===== src/rtl/multiword_add_sequencer.sv =====
// Serial multi-word adder: time-shares one external WIDTH-bit adder slice,
// one slice per clock, LSB slice first, with the carry registered between slices.
module multiword_add_sequencer #(
    parameter int unsigned WIDTH = 4,
    parameter int unsigned WORDS = 4
) (
    input  logic                     clk,
    input  logic                     rst,
    input  logic                     in_valid,
    output logic                     in_ready,
    input  logic [WIDTH*WORDS-1:0]   a,
    input  logic [WIDTH*WORDS-1:0]   b,
    input  logic                     c_in,
    output logic [WIDTH-1:0]         add_a,
    output logic [WIDTH-1:0]         add_b,
    output logic                     add_cin,
    input  logic [WIDTH-1:0]         add_sum,
    input  logic                     add_cout,
    output logic                     res_valid,
    input  logic                     res_ready,
    output logic [WIDTH*WORDS-1:0]   sum,
    output logic                     c_out,
    output logic                     busy
);

    localparam int unsigned N    = WIDTH * WORDS;
    localparam int unsigned IDXW = (WORDS > 1) ? $clog2(WORDS) : 1;
    localparam logic [IDXW-1:0] LAST_IDX = IDXW'(WORDS - 1);

    typedef enum logic [1:0] {
        IDLE = 2'd0,
        RUN  = 2'd1,
        DONE = 2'd2
    } state_t;

    state_t          state;
    state_t          state_next;
    logic [N-1:0]    a_reg;
    logic [N-1:0]    b_reg;
    logic            carry_reg;
    logic [IDXW-1:0] idx;
    logic            accept;

    assign accept = in_valid && in_ready;

    // State register
    always_ff @(posedge clk) begin
        if (rst) begin
            state <= IDLE;
        end else begin
            state <= state_next;
        end
    end

    // Next-state logic
    always_comb begin
        state_next = state;
        case (state)
            IDLE:    if (accept) state_next = RUN;
            RUN:     if (idx == LAST_IDX) state_next = DONE;
            DONE:    if (res_ready) state_next = IDLE;
            default: state_next = IDLE;
        endcase
    end

    // Output decode; the adder ports are quiet outside RUN
    always_comb begin
        in_ready  = 1'b0;
        res_valid = 1'b0;
        busy      = 1'b0;
        add_a     = '0;
        add_b     = '0;
        add_cin   = 1'b0;
        case (state)
            IDLE: in_ready = 1'b1;
            RUN: begin
                busy    = 1'b1;
                add_a   = a_reg[32'(idx) * WIDTH +: WIDTH];
                add_b   = b_reg[32'(idx) * WIDTH +: WIDTH];
                add_cin = carry_reg;
            end
            DONE: begin
                busy      = 1'b1;
                res_valid = 1'b1;
            end
            default: ;
        endcase
    end

    // Operand capture and per-slice result collection
    always_ff @(posedge clk) begin
        if (rst) begin
            a_reg     <= '0;
            b_reg     <= '0;
            carry_reg <= 1'b0;
            idx       <= '0;
            sum       <= '0;
            c_out     <= 1'b0;
        end else begin
            case (state)
                IDLE: begin
                    if (accept) begin
                        a_reg     <= a;
                        b_reg     <= b;
                        carry_reg <= c_in;
                        idx       <= '0;
                        sum       <= '0;
                    end
                end
                RUN: begin
                    sum[32'(idx) * WIDTH +: WIDTH] <= add_sum;
                    carry_reg <= add_cout;
                    idx       <= idx + IDXW'(1);
                    if (idx == LAST_IDX) begin
                        c_out <= add_cout;
                    end
                end
                default: ;
            endcase
        end
    end

endmodule


===== config.mk =====
export PLATFORM = sky130hd
export DESIGN_NAME = multiword_add_sequencer
export DESIGN_NICKNAME = d
export VERILOG_FILES = /design/src/rtl/multiword_add_sequencer.sv
export SDC_FILE = /design/constraint.sdc
export NUM_CORES = 1
export LEC_CHECK = 0
export ABC_CLOCK_PERIOD_IN_PS = 1500
export BUFFER_PORTS_ARGS = -buffer_cell sky130_fd_sc_hd__clkbuf_2
export CAP_MARGIN = 20
export CORE_MARGIN = 2
export CORE_UTILIZATION = 40
export DETAILED_ROUTE_END_ITERATION = 8
export GPL_ROUTABILITY_DRIVEN = 0
export PLACE_DENSITY_LB_ADDON = 0.25
export SYNTH_ARGS = -nofsm -noshare
export SYNTH_HDL_FRONTEND = slang
export SYNTH_SLANG_ARGS = --single-unit

===== constraint.sdc =====
create_clock -name clk -period 1.5 [get_ports clk]
set_input_delay 0.3 -clock clk [delete_from_list [all_inputs] [get_ports clk]]
set_output_delay 0.3 -clock clk [all_outputs]
set_load 0.01 [all_outputs]

# After elaboration in Yosys (flattened, before gate mapping)
# Cells that the tools add are included.
# classes
n_shift	4
reduce_logical	8
addsub	2
n_eq_ne	6
n_mux	17
# ops
op	n
$neg A4 Y34	1
$shift A4 B34 Y16 const A	1
$shiftx A4 B34 Y16	1
$pmux W16 S2	1
$shiftx A16 B5 Y4	2
$bwmux W16	1
$mux W16	1
$mux W2	4
$mux W4	2
$ne A2 B2 Y1 const B	3
$pmux W2 S3	1
$reduce_and A2 Y1	3
$mux W1	5
$eq A2 B2 Y1 const B	2
$pmux W2 S2	1
$reduce_and A3 Y1	1
$add A2 B1 Y2 const B	1
$eq A2 B1 Y1 const B	1
$logic_not A2 Y1	1
$pmux W1 S2	1
$reduce_bool A2 Y1	1
$reduce_or A2 Y1	1
$logic_and A1 B1 Y1	1
# word_totals
reg_bits	54
wordCells	44
input_bits	42
output_inout_bits	29

# Longest topological paths before layout
# logic_depth
word_depth	5
mapped_depth	7
mapped_depth_nobuf	5

# Least setup slack after synthesis
# No wires, ideal clock.
# synth_path
kind	reg-to-reg
startpoint	reg idx[0]
endpoint	reg sum[13]
path_stages_with_launch	8
n_path_buf	2
setup_time_ps	70
period_less_slack_ps	1620
path_slack_ps	-120
t_arrival_ps	1550
cell_sequence	dfxtp_1 buf_6 inv_1 ha_1 clkbuf_1 and3b_1 nand4_1 a21oi_1
# synth_via
elab_chain_len	4
word_cells_on_any_way	5
classes_between	add/sub (1); shift (2); mux (2)
# synth_rtl
element	line_no	source
from (decl)	41	logic [IDXW-1:0] idx;
from (signal assigned)	113	idx <= idx + IDXW'(1);
$neg A4 Y34 (*)	111	sum[32'(idx) * WIDTH +: WIDTH] <= add_sum;
$shiftx A4 B34 Y16 or $shift A4 B34 Y16 (tied branches)	111	
$bwmux W16 (*)	111	
$pmux W16 S2 (*)	100	case (state)
to (signal, indexed assignment)	111	
to (decl)	21	output logic [WIDTH*WORDS-1:0] sum,
# Every way passes the cells marked *; elsewhere a longest branch is shown, timed or not.
# A chain may end at the register's enable or synchronous reset.

# Final worst setup path
# layout_path
startpoint	reg idx[0]
endpoint	out add_b[0]
# layout_via
elab_chain_len	2
# layout_rtl
element	line_no	source
$shiftx A16 B5 Y4	79	add_b = b_reg[32'(idx) * WIDTH +: WIDTH];
$mux W4	74	case (state)
to (decl)	15	output logic [WIDTH-1:0] add_b,
# No other way between the ends.

==> metrics.txt <==
RSZ-0062 raised after global routing yes; flops & latches, synth 54; first-pass GRT wire length 10500 um; failing checks setup timing; clk_lat worst skew 0.30 ns; Initial Util 41.4%; # diodes 0; die width 84.8 um; Core Util, Final 57.1%; synth warn 0; H-Tree Depth 2; routed len/inst 13.8 um; die area 0.00719 mm2; WS Path Type flip-flop to output pin; antenna violations before repair 0; Rows 29; vias in the first global route 2241; Synth Instances 303; Final nets 441; Core ar. 0.00631 mm2; power per cell area 1190 mW/mm2; LEAKAGE 1.54 nW; hold crit path type input pin to flip-flop; CP startpoint kind flip-flop; post-synth cell types 33; outcome finished, violations left; CTS tree built; Hold-fix buffers, CTS 0; crit path DAT 1.58 ns; setup tns final -4.27 ns; Buffers on Ports 70; clock sink count 54; Worst Tran Pin Value 0.316 ns; DR iter-0 viols 109; max-capacitance violation count 0; pin count of the biggest net entering global routing 33; CTS Buf Count 5; Die Height 84.8 um; crit-path max FO 5; Avg Cell Area, Syn 8.62 um2; Slew Limit Fails 0; final wirelength 6450 um; Syn-to-layout area delta 38.0%; DRC violations left 0; antenna viol nets, final 0; layout cells sized above 1 40.4%; Tcrit/Tclk final 125%; Ports 71; maximum VDD drop 0.000736 V; Vias 2431; total track usage 17.5%; required time worst endpoint 1.20 ns; final setup fails 26; Clock transition at path regs 0.11 ns; cell area after synthesis 0.00261 mm2; Final min period 1.88 ns; Hold Vio Cnt, Final 0; Min Hold Slack 0.196 ns; syn_nets 354; Root Driver clkbuf_8; Fmax achieved 531 MHz; hpwl dp 4440 um; Layout Skew 0.0122 ns; number of vias per cell 5.19; remaining global-route overflow 0; Longest Clk Path Bufs 2; drt first pass iters 4; Design Power 4.28 mW; post-synthesis sequential area ratio 41.4%; CP endpoint kind output pin; Final WS setup -0.382 ns; relative slew slack 78.9%
where the power goes:
part / internal [mW] / switching (mW)
Sequential: 1.58 / 0.0793
Clock: 0.381 / 0.491
Combinational: 0.895 / 0.854
Total: 2.85 / 1.42
metrics by stage:
stage	std cells	area [um2]	setup slack, ns
after floorplan	303	2620	0.0101
after global routing	468	3600	-0.436
after CTS	465	3420	-0.370
after detailed placement	452	3170	-0.103
after global placement	452	3170	-0.101
final	468	3600	-0.382
Yosys cell counts (all sizes together):
| library cell | number | area [um2] |
|---|---|---|
| a31oi | 1 | 6.26 |
| nand4 | 16 | 100 |
| nor2 | 2 | 7.51 |
| nand2 | 73 | 274 |
| a311oi | 1 | 8.76 |
| a32oi | 1 | 8.76 |
| and3 | 4 | 25.0 |
| o21ai | 16 | 80.1 |
| o211ai | 1 | 7.51 |
| nand3 | 2 | 10.0 |
| and2 | 10 | 62.6 |
| buf | 14 | 96.3 |
| inv | 5 | 18.8 |
| clkbuf | 8 | 30.0 |
| and3b | 6 | 55.1 |
| mux2i | 2 | 23.8 |
| nor2b | 8 | 50.1 |
| a21oi | 47 | 235 |
| mux2 | 1 | 15.0 |
| o221a | 1 | 11.3 |
| or2b | 1 | 7.51 |
| nand2b | 7 | 43.8 |
| dfxtp | 54 | 1080 |
| nor4bb | 4 | 40.0 |
| and4bb | 1 | 12.5 |
| mux4 | 8 | 188 |
| ha | 9 | 113 |
layout by cell type (no fill, tap or decap), drive strengths merged:
cell type	count
a21oi	47
a311oi	1
a31oi	1
a32oi	1
and2	10
and3	4
and3b	6
and4bb	1
buf	40
clkbuf	67
clkinvlp	1
dfxtp	54
ha	9
inv	6
mux2	2
mux2i	2
mux4	8
nand2	73
nand2b	7
nand3	2
nand4	16
nor2	2
nor2b	8
nor4bb	4
o211ai	1
o21ai	16
o221a	1
or2b	1
worst max-delay path, cell delays in order, from the launching register on:
cell and delay, ns:
dfxtp_4 0.38, buf_8 0.13, mux4_2 0.50, and2_4 0.15, buf_6 0.11
final cells by class:
type	count	area, um2
clock inverters	2	16.3
repair buffers	101	732
fillers	592	2710
inverters	5	26.3
well taps	77	96.3
multi-input cells	223	1560
flip-flops and latches	54	1090
clock buffers	6	82.6
cell families (layout without fill, tap and decap cells):
group / after synthesis / count (layout) / share of synthesized area, %
compound gates: 68 / 68 / 13.7
fa+ha+maj: 9 / 9 / 4.31
buf+inv: 27 / 114 / 5.56
flops: 54 / 54 / 41.4
mux: 11 / 12 / 8.67
simple gates: 134 / 134 / 26.4
timing repair:
action	in CTS	in global routing
pin swaps	30	14
cloned	0	1
endpoints found under the setup margin	28	30
gates resized for setup	35	44
buffers inserted	5	2
worst paths after layout:
path | from | endpoint | slack (ns) | cells after the start
worst max-delay path | idx[0] | add_b[0] | -0.38 | 4
worst min-delay path | a[10] | a_reg[10] | 0.20 | 3
worst max register to register | idx[0] | sum[13] | -0.13 | 9
worst min register to register | a_reg[12] | a_reg[12] | 0.46 | 2
layer usage:
layer	vias to the layer above	GRT usage, %	share of wire [%]
li1	1229	-	-
met1	1139	23.5	46
met2	56	29.3	48
met3	7	3.44	5.0
met4	0	3.90	1.1
met5	-	0	0
Note: power is estimated with default switching activity, not from simulation.
